<file path="src/rtl/div_pkg.sv">
// Shared types and defaults for the sequential restoring divider.
package div_pkg;

    typedef enum logic [1:0] {
        IDLE = 2'd0,
        CALC = 2'd1,
        DONE = 2'd2
    } div_state_t;

    localparam int unsigned DIV_WIDTH_DEFAULT = 4;

endpackage

</file>
<file path="src/rtl/subtractor_n_bit.sv">
// N-bit ripple-borrow subtractor: diff = a - b, borrow_out set when a < b.
module subtractor_n_bit #(
    parameter int unsigned N = 5
) (
    input  logic [N-1:0] a,
    input  logic [N-1:0] b,
    output logic [N-1:0] diff,
    output logic         borrow_out
);

    logic bc;

    // Borrow ripples from LSB to MSB through one full-subtractor per bit.
    always_comb begin
        bc   = 1'b0;
        diff = '0;
        for (int i = 0; i < int'(N); i++) begin
            diff[i] = a[i] ^ b[i] ^ bc;
            bc      = (~a[i] & b[i]) | (~(a[i] ^ b[i]) & bc);
        end
        borrow_out = bc;
    end

endmodule

</file>
<file path="src/rtl/divider_4_bit_seq.sv">
// Sequential restoring unsigned divider, one trial subtraction per cycle.
// Optional div_zero flag port is built when DIV_ZERO_FLAG_EN is defined.
module divider_4_bit_seq
    import div_pkg::*;
#(
    parameter int unsigned WIDTH = DIV_WIDTH_DEFAULT
) (
    input  logic             clk,
    input  logic             rst_n,
    input  logic             start,
    input  logic [WIDTH-1:0] dividend,
    input  logic [WIDTH-1:0] divisor,
    output logic             ready,
    output logic             done,
    output logic [WIDTH-1:0] quotient,
    output logic [WIDTH-1:0] remainder
`ifdef DIV_ZERO_FLAG_EN
    ,
    output logic             div_zero
`endif
);

    localparam int unsigned CW = $clog2(WIDTH);

    div_state_t       state, state_next;
    logic [CW-1:0]    count;
    logic [WIDTH-1:0] q_reg, r_reg, d_reg;
    logic [WIDTH-1:0] r_sh, r_new, q_new;
    logic [WIDTH:0]   trial;
    logic             borrow;
    logic             accept_c, last_c;
    logic             unused_trial_msb;

    assign accept_c = (state == IDLE) && start;
    assign last_c   = (state == CALC) && (count == CW'(WIDTH - 1));

    // Shift {R,Q} left, then subtract the divisor from the widened remainder.
    assign r_sh = {r_reg[WIDTH-2:0], q_reg[WIDTH-1]};

    subtractor_n_bit #(.N(WIDTH + 1)) u_sub (
        .a          ({1'b0, r_sh}),
        .b          ({1'b0, d_reg}),
        .diff       (trial),
        .borrow_out (borrow)
    );

    assign unused_trial_msb = trial[WIDTH];
    assign r_new = borrow ? r_sh : trial[WIDTH-1:0];
    assign q_new = {q_reg[WIDTH-2:0], ~borrow};

    always_ff @(posedge clk) begin
        if (!rst_n) state <= IDLE;
        else        state <= state_next;
    end

    always_comb begin
        state_next = state;
        case (state)
            IDLE:    if (start) state_next = CALC;
            CALC:    if (count == CW'(WIDTH - 1)) state_next = DONE;
            DONE:    state_next = IDLE;
            default: state_next = IDLE;
        endcase
    end

    // Datapath and registered handshake outputs.
    always_ff @(posedge clk) begin
        if (!rst_n) begin
            count     <= '0;
            q_reg     <= '0;
            r_reg     <= '0;
            d_reg     <= '0;
            quotient  <= '0;
            remainder <= '0;
            ready     <= 1'b1;
            done      <= 1'b0;
        end else begin
            ready <= (state_next == IDLE);
            done  <= (state_next == DONE);
            if (accept_c) begin
                q_reg <= dividend;
                d_reg <= divisor;
                r_reg <= '0;
                count <= '0;
            end else if (state == CALC) begin
                q_reg <= q_new;
                r_reg <= r_new;
                count <= count + CW'(1);
                if (last_c) begin
                    quotient  <= q_new;
                    remainder <= r_new;
                end
            end
        end
    end

`ifdef DIV_ZERO_FLAG_EN
    logic dz_pend;

    // Flag captured at acceptance, published together with the results.
    always_ff @(posedge clk) begin
        if (!rst_n) begin
            dz_pend  <= 1'b0;
            div_zero <= 1'b0;
        end else if (accept_c) begin
            dz_pend  <= (divisor == '0);
            div_zero <= 1'b0;
        end else if (last_c) begin
            div_zero <= dz_pend;
        end
    end
`endif

endmodule
</file>
<file path="config.mk">
export PLATFORM = sky130hd
export DESIGN_NAME = divider_4_bit_seq
export DESIGN_NICKNAME = d
export VERILOG_FILES = /design/src/rtl/div_pkg.sv /design/src/rtl/subtractor_n_bit.sv /design/src/rtl/divider_4_bit_seq.sv
export SDC_FILE = /design/constraint.sdc
export NUM_CORES = 1
export LEC_CHECK = 0
export BUFFER_PORTS_ARGS = -buffer_cell sky130_fd_sc_hd__buf_4
export CAP_MARGIN = 20
export CORE_ASPECT_RATIO = 0.9
export CORE_MARGIN = 2
export CORE_UTILIZATION = 57
export DETAILED_ROUTE_END_ITERATION = 12
export MAX_ROUTING_LAYER = met4
export PLACE_DENSITY = 0.82
export SLEW_MARGIN = 5
export SYNTH_ARGS = -nofsm -noshare
export SYNTH_HDL_FRONTEND = slang
export SYNTH_SLANG_ARGS = --single-unit
</file>
<file path="constraint.sdc">
create_clock -name clk -period 4.5 [get_ports clk]
set_input_delay 0.675 -clock clk [delete_from_list [all_inputs] [get_ports clk]]
set_output_delay 0.675 -clock clk [all_outputs]
set_load 0.02 [all_outputs]
</file>
Yosys cells after proc, flatten, opt, wreduce, memory -nomap -nowiden --
Index checks and enable logic that the tools add are counted.
Storage, ports and cells: register bits 25, bits of input ports 11, output and inout bits 10, word-level logic and storage cells 53
Cells by class: $add $sub $neg 1, equal/unequal tests 3, mux-type cells 6, bitwise gates (word level) 27, reductions and logical operators 7
Operators with widths (count):
- 4-bit two-way mux | 3
- 1-bit NOT | 10
- 1-bit AND | 7
- 1-bit bitwise XOR | 7
- 2-bit == test (second input constant) | 2
- 2-bit zero test | 2
- 2-bit two-way mux | 2
- 2-bit one-hot mux with 2 select lines | 1
- 1-bit OR | 3
- 3-bit AND reduction | 1
- 2-bit by 1-bit adder with 2-bit output (second input constant) | 1
- 2-bit by 1-bit == test with 1-bit output (second input constant) | 1
- 1-bit logical AND | 2
- 2-bit nonzero test | 1
- 2-bit OR reduction | 1

Longest topological paths before layout --
Gate-level depths: netlist of the first run.
word-level depth 11, gate-level depth with buffers 10, depth with buffers taken out 9

By module --
A second synthesis of the first run with hierarchy kept.
Second synthesis, totals: cell total of the unflattened synthesis 120, area, all modules 1142.3 um^2
By module, submodules not included:
- divider_4_bit_seq | times used 1, cells an instance 103, area an instance 1004.7 um^2, sequential area each 500.5 um^2
- subtractor_n_bit | times used 1, cells an instance 17, area an instance 137.6 um^2, sequential area each 0.0 um^2

Worst setup path before layout of the first run --
OpenSTA, ideal clock, no wires.
kind flip-flop to flip-flop, start register q_reg[3], end register remainder[3], library setup time 116 ps, data arrival time 2051 ps, required time 4384 ps, path slack 2332 ps, cell stages (with the launch flop) 10, buffers on the path 0, period minus slack after synthesis 2168 ps, cells stage by stage dfxtp_1 inv_1 ha_1 fa_1 fa_1 inv_1 fa_1 mux2i_1 nand2_1 o211a_1
On the way: word-level cells in the longest chain between the ends 9, elaborated cells between the ends (all ways) 10, classes of those cells 1 x mux; 9 x bitwise
Ends and longest elaborated chain:
- from (decl) | line divider_4_bit_seq.sv:27 | logic [WIDTH-1:0] q_reg, r_reg, d_reg;
- from (signal assigned) | line divider_4_bit_seq.sv:81 | q_reg <= dividend;
- from (signal assigned) | line divider_4_bit_seq.sv:86 | q_reg <= q_new;
- 1-bit NOT (*) | line subtractor_n_bit.sv:19 | bc = (~a[i] & b[i]) | (~(a[i] ^ b[i]) & bc);
- 1-bit AND (*) (2 in series) | line subtractor_n_bit.sv:19
- 1-bit OR (*) | line subtractor_n_bit.sv:19
- 1-bit AND (*) | line subtractor_n_bit.sv:19
- 1-bit OR (*) | line subtractor_n_bit.sv:19
- 1-bit AND | line subtractor_n_bit.sv:19
- 1-bit OR | line subtractor_n_bit.sv:19
- 4-bit two-way mux (*) | line divider_4_bit_seq.sv:48 | assign r_new = borrow ? r_sh : trial[WIDTH-1:0];
- to (signal assigned) | line divider_4_bit_seq.sv:91 | remainder <= r_new;
- to (decl) | line divider_4_bit_seq.sv:16 | output logic [WIDTH-1:0] remainder
Every way passes the cells marked *; elsewhere a longest branch is shown, timed or not. A chain may end at the register's enable or synchronous reset.

Worst setup path in the final report of the first run --
Same ends and word-level chain as after synthesis.

==> results of run 1 <==
==> worst reg2reg max path, cell delays in order, from the launching register on <==
cell	delay, ns
dfxtp_1	0.38
inv_1	0.07
ha_1	0.22
fa_1	0.38
fa_1	0.37
inv_1	0.08
fa_1	0.43
mux2i_1	0.23
nand2_1	0.07
o211a_1	0.13
==> cells in the mapped netlist <==
| cell type | count | area share |
|---|---|---|
| or2b_2 | 1 | 0.0078 |
| clkbuf_1 | 2 | 0.0067 |
| dfxtp_1 | 25 | 0.45 |
| and3b_1 | 1 | 0.0078 |
| mux2i_1 | 2 | 0.018 |
| o21bai_1 | 1 | 0.0067 |
| and2_1 | 3 | 0.017 |
| nand3b_1 | 1 | 0.0067 |
| buf_6 | 2 | 0.020 |
| o221ai_2 | 4 | 0.054 |
| buf_2 | 2 | 0.0090 |
| o21ba_2 | 1 | 0.0090 |
| fa_1 | 3 | 0.054 |
| nand2_1 | 27 | 0.091 |
| nor3b_1 | 1 | 0.0067 |
| o211a_1 | 1 | 0.0090 |
| or3b_1 | 1 | 0.0078 |
| a22oi_1 | 1 | 0.0067 |
| nor2_1 | 6 | 0.020 |
| a21boi_0 | 14 | 0.094 |
| nor2b_1 | 2 | 0.011 |
| a21oi_1 | 2 | 0.0090 |
| o211ai_1 | 6 | 0.040 |
| inv_1 | 5 | 0.017 |
| ha_1 | 2 | 0.022 |
==> cell type report <==
class                      instances  area, um2
sequential                        25      500.5
clock buffer                       3      22.52
multi-input combinational         80      556.8
inverter                           5      18.77
fill                             165      591.8
tap                               25      31.28
timing repair buffer              20      150.1
clock inverter                     1      5.005
==> stage by stage <==
stage	hold slack, ns	instance area (um2)	std cells	power, mW
floorplan	0.4435	1116	116	0.2900
global placement	0.4515	1257	155	0.3036
detailed placement	0.4560	1257	155	0.3069
CTS	0.4744	1285	159	0.4043
global route	0.5108	1285	159	0.4201
finish	0.4733	1285	159	0.4005
==> logic make-up (layout without fill, tap and decap cells) <==
group,count (synthesis),count (layout),synth area share
multiplexers,2,2,0.01794
AO/OA/AOI/OAI,30,30,0.2287
buffers and inverters,11,29,0.05269
AND/OR/NAND/NOR,43,43,0.1760
adder cells (fa/ha/maj),5,5,0.07623
flip-flops,25,25,0.4484
==> per-layer routing <==
layer | track usage | part of all wire
met5 | - | 0
met4 | 0.1135 | 0.0073
met3 | 0.03947 | 0.025
met2 | 0.3553 | 0.52
met1 | 0.2300 | 0.44
==> worst paths after layout <==
kind                               end  cells after the start
max          remainder[3]$_SDFFE_PN0P_                      9
min           quotient[3]$_SDFFE_PN0P_                      2
max reg2reg  remainder[3]$_SDFFE_PN0P_                      9
min reg2reg   quotient[3]$_SDFFE_PN0P_                      2
==> power groups by stage <==
stage	logic [mW]	clock network (mW)	registers, mW
floorplan	0.0466	0	0.243
global placement	0.0588	0	0.245
detailed placement	0.0614	0	0.246
CTS	0.0617	0.102	0.241
global route	0.0687	0.109	0.242
finish	0.0612	0.0985	0.241
==> impl_metrics.toml, run 1 <==
[grt]
grt_max_degree = 25
grt_pass1_vias = 805
overflow = 0
grt_usage = 0.2065
antenna_found_initial = 0
grt_pass1_wl_um = 3367

[worst_setup_path]
cp-startpoint = "q_reg[3]$_SDFFE_PN0P_"
critPathMostFrequentCell = "fa_1"
r2r_slack_ns = 2.07
worstPathCellList = "inv_1 -> ha_1 -> fa_1 -> fa_1 -> inv_1 -> fa_1 -> mux2i_1 -> nand2_1 -> o211a_1"
slowest_stage = "fa_1"
cp_num_buf_inv = 2
cpPeakStageDelay_ns = 0.43
worstSetupStartpointType = "flip-flop"
cp_top_family = "adder cells"
required_ns = 4.73
path_class = "reg2reg"
worstPathArrival_ns = 2.66
cp_max_fo = 12
r2r_start = "q_reg[3]$_SDFFE_PN0P_"
worstSetupEndpointType = "flip-flop"

[placed_design]
port_buffers = 20
pre_cts_slack_ns = 2.071
hpwl_um = 1584
place.gp.congestion = 0.7943

[timing]
hold_violations = 0
maxSlewHeadroom = 0.6771
slew_violations = 0
clock-skew-final_ns = 0.007052
setup_viol_count_final = 0
layout_min_cycle_time_ns = 2.434
fmax_ghz = 0.4109
timing.final.crit_share = 0.5408
fin_ws_ns = 2.066
rsz0062_at_grt = "no"
tightestPinTransition_ns = 0.4833
fin_setup_tns_ns = 0

[detailed_routing]
drcViolationCount = 0
routedWlPerCell_um = 12.98
vias = 862
drt_wl_total_um = 2064
viasPerCell = 5.421
drt_first_pass_iters = 4
detail-route-antenna-nets = 0
drtIter0Drc = 7

[clock_network]
cts_setup_buffers = 0
ctsResizeCount = 0
clk_latency_ns = 0.32
clkTransAtPathRegs_ns = 0.14
cts_tree = "done"
cts_hold_repair.buffers = 0
clock_path_buffers = 2
cts_sinks = 25
cts_buffers = 3
cts-root-buf = "clkbuf_4"
htree_levels = 1

[pwr]
p_leak_nw = 0.5215
vdd_drop_max_mv = 0.2164
combPwrFrac = 0.153
seq_power_share = 0.601
p_int_mw = 0.2923
p_switching_mw = 0.1082
power_density_nw_per_um2 = 311.7
p_sw_frac = 0.2702
clkPwrFrac = 0.246

[logic_synthesis]
synth_cells = 116
yosysUniqueCellTypes = 25
synth.avg_cell_area_um2 = 9.621
syn_area_um2 = 1116
synth-seq-area-share = 0.4484
yosysWarnings = 0
ys_ff_latch = 25
synth_nets = 132

[cells_and_area]
layout_commonest_cell = "nand2_1"
layout_common_cells = "nand2_1, dfxtp_1, buf_4"
syn_to_final_growth_pct = 15.13
n_antenna_cell = 0
drive_gt1_frac = 0.2239
nets = 151
final_util = 0.6847

[run]
maxCapViolations = 0

[hold_path]
min_path_type = "reg2reg"
worstHoldStart = "quotient[3]$_SDFFE_PN0P_"

[floorplanning]
fp.dieW_um = 50.65
fp.coreArea_um2 = 1877
start_util = 0.5947
dieHeight_um = 45.98
dieArea_um2 = 2329
io_pins = 21
row_count = 15

[status]
status = "complete, no violations"
(Power assumes the default switching activity.)
==> run 2: changes to the inputs <==
--- a/config.mk
+++ b/config.mk
@@ -9,10 +9,10 @@
 export CAP_MARGIN = 20
 export CORE_ASPECT_RATIO = 0.9
 export CORE_MARGIN = 2
-export CORE_UTILIZATION = 57
+export CORE_UTILIZATION = 53
 export DETAILED_ROUTE_END_ITERATION = 12
 export MAX_ROUTING_LAYER = met4
-export PLACE_DENSITY = 0.82
+export PLACE_DENSITY = 0.77
 export SLEW_MARGIN = 5
 export SYNTH_ARGS = -nofsm -noshare
 export SYNTH_HDL_FRONTEND = slang
==> constraint.sdc (replaced) <==
create_clock -name clk -period 2.5 [get_ports clk]
set_input_delay 0.375 -clock clk [delete_from_list [all_inputs] [get_ports clk]]
set_output_delay 0.375 -clock clk [all_outputs]
set_load 0.02 [all_outputs]
==> impl_metrics.toml, run 2 (synthesis gave the netlist of run 1 again) <==
[cells_and_area]
layout_commonest_cell = "nand2_1"
nets = 152
design_area_um2 = 1294
fillers = 181
n_antenna_cell = 0
layout_common_cells = "nand2_1, dfxtp_1, buf_4"
multi_input_area_um2 = 559.3
drive_gt1_frac = 0.2296
syn_to_final_growth_pct = 15.92
final_util = 0.6628
ff_latch_area_um2 = 500.5

[worst_setup_path]
r2r-end = "remainder[3]$_SDFFE_PN0P_"
r2r_start = "q_reg[3]$_SDFFE_PN0P_"
worstPathCellList = "inv_1 -> ha_1 -> fa_1 -> fa_1 -> inv_1 -> fa_2 -> mux2i_1 -> nand2_1 -> o211a_1"
cp_max_fo = 3
r2r_slack_ns = 0.18
path_class = "reg2reg"
worstSetupEndpointType = "flip-flop"
worstPathArrival_ns = 2.55
cpPeakStageDelay_ns = 0.42
reg2reg_depth = 9
slowest_stage = "fa_2"
worstSetupStartpointType = "flip-flop"
required_ns = 2.73

[timing]
hold_violations = 0
clock-skew-final_ns = 0.002619
whs_ns = 0.3031
fin_setup_tns_ns = 0
setup_viol_count_final = 0
timing.final.crit_share = 0.9274
layout_min_cycle_time_ns = 2.319
fmax_ghz = 0.4313
tightestPinTransition_ns = 0.4337
slew_violations = 0
maxSlewHeadroom = 0.7102
rsz0062_at_grt = "no"

[detailed_routing]
m1WireLength_um = 993
detail-route-antenna-nets = 0
route.met2.wl_um = 992
wl_met3_um = 67
drtIter0Drc = 6
viasPerCell = 5.288
routedWlPerCell_um = 12.91
drcViolationCount = 0
vias = 846
highest_layer = "met4"
drt_wl_total_um = 2065
drt_first_pass_iters = 4

[clock_network]
clock_path_buffers = 2
cts-root-buf = "clkbuf_4"
cts_hold_repair.buffers = 0
clkTransAtPathRegs_ns = 0.13
clk_latency_ns = 0.31
cts_tree = "done"
htree_levels = 1
cts_sinks = 25
cts_buffers = 3

[pwr]
combPwrFrac = 0.161
vdd_drop_max_mv = 0.4988
p_sw_frac = 0.2682
p_switching_mw = 0.1958
seq_power_share = 0.593
clkPwrFrac = 0.247
p_int_mw = 0.5340
p_leak_nw = 0.5225
power_density_nw_per_um2 = 564.1

[grt]
overflow = 0
grt_max_degree = 25
grt_usage = 0.1966
grt_pass1_vias = 804
grt_pass1_wl_um = 3415
antenna_found_initial = 0

[hold_path]
hold_end = "d_reg[2]$_SDFFE_PN0P_"
hold_path_depth = 3
min_path_type = "in2reg"
worstHoldStart = "divisor[2]"

[floorplanning]
dieHeight_um = 47.54
io_pins = 21
fp.coreArea_um2 = 1952
start_util = 0.5718
fp.dieW_um = 52.37
row_count = 15
dieArea_um2 = 2489

[placed_design]
place_area_um2 = 1265
hpwl_um = 1530
port_buffers = 20
place.gp.congestion = 0.8249

[status]
status = "complete, no violations"

[run]
maxCapViolations = 0
[run 2: cell count changes in the layout (fill, tap and decap cells not counted), sizes merged]
cell / before / now
clkbuf: 3 / 4
clkinv: 1 / 0
buf: 20 / 21
[run 2: how the worst max path moves through the flow]
stage,from,to,cells past startpoint,slack [ns]
6_report,q_reg[3]$_SDFFE_PN0P_,remainder[3]$_SDFFE_PN0P_,9,0.18
4_1_cts,q_reg[3]$_SDFFE_PN0P_,r_reg[1]$_SDFFE_PP0N_,9,0.13
3_5_place_dp,q_reg[3]$_SDFFE_PN0P_,r_reg[1]$_SDFFE_PP0N_,9,0.17
2_1_floorplan,q_reg[3]$_SDFFE_PN0P_,remainder[3]$_SDFFE_PN0P_,9,0.33
5_1_grt,q_reg[3]$_SDFFE_PN0P_,r_reg[0]$_SDFFE_PP0N_,9,0.09
3_3_place_gp,q_reg[3]$_SDFFE_PN0P_,r_reg[1]$_SDFFE_PP0N_,9,0.24
[run 2: cell type report]
cell class                      instances  share of cell area
Inverter                                5             0.01451
Tap cell                               25             0.02418
Multi-Input combinational cell         80              0.4323
Timing Repair Buffer                   21              0.1219
Clock buffer                            4             0.02031
Sequential cell                        25              0.3868
[run 2: timing repair]
item | in CTS | in global routing
setup buffers | 0 | 0
endpoints found under the setup margin | 0 | 2
gates resized for setup | 0 | 1
[run 2: critical path: cells and delay by family, from the launching register on]
kind	cells	cell delay (ns)
buffers and inverters	2	0.15
adder cells (fa/ha/maj)	4	1.35
multiplexers	1	0.14
AND/OR/NAND/NOR	1	0.07
AO/OA/AOI/OAI	1	0.14
flip-flops	1	0.38
[run 2: stage by stage]
stage | std cells | worst slack [ns] | total power, mW
4_1_cts | 160 | 0.1306 | 0.7333
6_report | 160 | 0.1814 | 0.7297
5_1_grt | 160 | 0.08528 | 0.7654
3_3_place_gp | 156 | 0.2442 | 0.5529
2_1_floorplan | 116 | 0.3325 | 0.5221
3_5_place_dp | 156 | 0.1726 | 0.5563
[run 2: power groups by stage]
stage | Sequential, mW | Clock, mW | Combinational (mW)
after floorplan | 0.438 | 0 | 0.0838
after global placement | 0.440 | 0 | 0.113
after detailed placement | 0.441 | 0 | 0.115
after CTS | 0.432 | 0.185 | 0.116
after global routing | 0.435 | 0.198 | 0.132
final | 0.432 | 0.180 | 0.117
[run 2: routing by layer]
layer,global-route usage,vias up
li1,-,432
met1,0.2315,399
met2,0.3450,13
met3,0.05625,2
met4,0.03077,0
met5,-,-
==> run 3: changes to the inputs <==
--- a/config.mk
+++ b/config.mk
@@ -7,13 +7,15 @@
 export LEC_CHECK = 0
 export BUFFER_PORTS_ARGS = -buffer_cell sky130_fd_sc_hd__buf_4
 export CAP_MARGIN = 20
+export CELL_PAD_IN_SITES_DETAIL_PLACEMENT = 2
+export CELL_PAD_IN_SITES_GLOBAL_PLACEMENT = 2
 export CORE_ASPECT_RATIO = 0.9
 export CORE_MARGIN = 2
-export CORE_UTILIZATION = 53
+export CORE_UTILIZATION = 29
 export DETAILED_ROUTE_END_ITERATION = 12
 export MAX_ROUTING_LAYER = met4
-export PLACE_DENSITY = 0.77
-export SLEW_MARGIN = 5
+export PLACE_DENSITY_LB_ADDON = 0.1
+export SLEW_MARGIN = 10
 export SYNTH_ARGS = -nofsm -noshare
 export SYNTH_HDL_FRONTEND = slang
 export SYNTH_SLANG_ARGS = --single-unit
==> constraint.sdc (replaced) <==
create_clock -name clk -period 2.1 [get_ports clk]
set_input_delay 0.315 -clock clk [delete_from_list [all_inputs] [get_ports clk]]
set_output_delay 0.315 -clock clk [all_outputs]
set_load 0.02 [all_outputs]
==> impl_metrics.toml, run 3 (synthesis gave the netlist of run 1 again) <==
[worst_setup_path]
r2r-end = "remainder[3]$_SDFFE_PN0P_"
reg2reg_depth = 9
path_class = "reg2reg"
worstPathArrival_ns = 2.34
worstSetupStartpointType = "flip-flop"
r2r_slack_ns = -0.07
cp_max_fo = 2
required_ns = 2.27
r2r_start = "q_reg[3]$_SDFFE_PN0P_"
worstSetupEndpointType = "flip-flop"

[cells_and_area]
nets = 156
layout_commonest_cell = "nand2_1"
n_antenna_cell = 0
design_area_um2 = 1389
fillers = 409
layout_common_cells = "nand2_1, buf_4, dfxtp_1"
drive_gt1_frac = 0.2950
syn_to_final_growth_pct = 24.44

[clock_network]
cts_buffers = 3
cts_tree = "done"
clkTransAtPathRegs_ns = 0.10
cts_setup_buffers = 0
htree_levels = 1
ctsResizeCount = 4
cts_sinks = 25
clk_latency_ns = 0.28
cts_hold_repair.buffers = 0
clock_path_buffers = 2
cts-root-buf = "clkbuf_8"

[timing]
fin_setup_tns_ns = -0.07129
timing.final.crit_share = 1.034
tightestPinTransition_ns = 0.6015
layout_min_cycle_time_ns = 2.171
setup_viol_count_final = 1
hold_violations = 0
rsz0062_at_grt = "yes"
fin_ws_ns = -0.07129
clock-skew-final_ns = 0.01030
fmax_ghz = 0.4606
slew_violations = 0
maxSlewHeadroom = 0.5982

[floorplanning]
fp.coreArea_um2 = 3705
io_pins = 21
dieArea_um2 = 4362
fp.dieW_um = 69.39
dieHeight_um = 62.86
row_count = 21
start_util = 0.3012

[detailed_routing]
drcViolationCount = 0
vias = 917
routedWlPerCell_um = 15.91
drt_wl_total_um = 2944
detail-route-antenna-nets = 0
drt_first_pass_iters = 4
drtIter0Drc = 3
viasPerCell = 4.957

[grt]
grt_pass1_vias = 1008
grt_max_degree = 25
grt_pass1_wl_um = 5064
antenna_found_initial = 0
grt_usage = 0.1531
overflow = 0

[status]
status = "complete, but fails checks"
violations = "setup timing"

[pwr]
vdd_drop_max_mv = 0.4296
p_total_mw = 0.9889
p_leak_nw = 0.5481
power_density_nw_per_um2 = 712.0

[placed_design]
hpwl_um = 2113
pre_cts_slack_ns = -0.1248
port_buffers = 20
place_area_um2 = 1328
place.gp.congestion = 0.7474

[hold_path]
hold_path_depth = 3
min_path_type = "in2reg"
worstHoldStart = "divisor[0]"
hold_end = "d_reg[0]$_SDFFE_PN0P_"

[run]
maxCapViolations = 0
-- run 3: cell count changes in the layout (fill, tap and decap cells not counted), moves of 2 or more --
cell / change
buf_4: +4
inv_2: +2
clkbuf_4: -3
clkbuf_8: +3
inv_1: -2
-- run 3: metal layers --
layer  up-vias  global-route usage  wire, um
li1        441                   -         -
met3         4             0.04032        95
met5         -                   -         0
met4         0             0.02941        23
met1       459              0.1706      1285
met2        13              0.2764      1540
-- run 3: critical path, cell delays in order, from the launching register on --
cell and delay, ns:
dfxtp_2 0.35, inv_2 0.05, ha_4 0.15, fa_2 0.34, fa_2 0.34, inv_2 0.06, fa_1 0.41, mux2i_1 0.15
nand2_1 0.07, o211a_1 0.14
-- run 3: layout make-up --
cell class | count | area [um2] | share of cell area
multi-input combinational | 80 | 574.3 | 0.4135
clock buffer | 3 | 41.29 | 0.02973
tap | 46 | 57.56 | 0.04144
inverter | 5 | 18.77 | 0.01351
clock inverter | 1 | 7.507 | 0.005405
timing repair buffer | 25 | 187.7 | 0.1351
sequential | 25 | 501.7 | 0.3613
-- run 3: worst max-delay path by stage --
stage	startpoint	endpoint	slack, ns	cells past startpoint
detailed placement	q_reg[3]$_SDFFE_PN0P_	remainder[3]$_SDFFE_PN0P_	-0.12	9
global placement	q_reg[3]$_SDFFE_PN0P_	remainder[3]$_SDFFE_PN0P_	-0.04	9
CTS	q_reg[3]$_SDFFE_PN0P_	remainder[3]$_SDFFE_PN0P_	-0.07	9
finish	q_reg[3]$_SDFFE_PN0P_	remainder[3]$_SDFFE_PN0P_	-0.07	9
floorplan	q_reg[3]$_SDFFE_PN0P_	remainder[3]$_SDFFE_PN0P_	0.02	9
global route	q_reg[3]$_SDFFE_PN0P_	remainder[2]$_SDFFE_PN0P_	-0.16	10
-- run 3: power breakdown --
group          total, mW  leakage, nW  internal [mW]  switching, mW
Sequential         0.517        0.205          0.496         0.0206
Combinational      0.165        0.322         0.0774         0.0872
Clock              0.308       0.0217          0.135          0.173
Total              0.989        0.548          0.708          0.281
-- run 3: stage by stage --
stage	hold WS (ns)	util	cells
final	0.2791	0.3749	185
after global routing	0.2863	0.3749	185
after CTS	0.2819	0.3749	185
after detailed placement	0.4620	0.3583	181
after global placement	0.4544	0.3583	181
after floorplan	0.3977	-	116
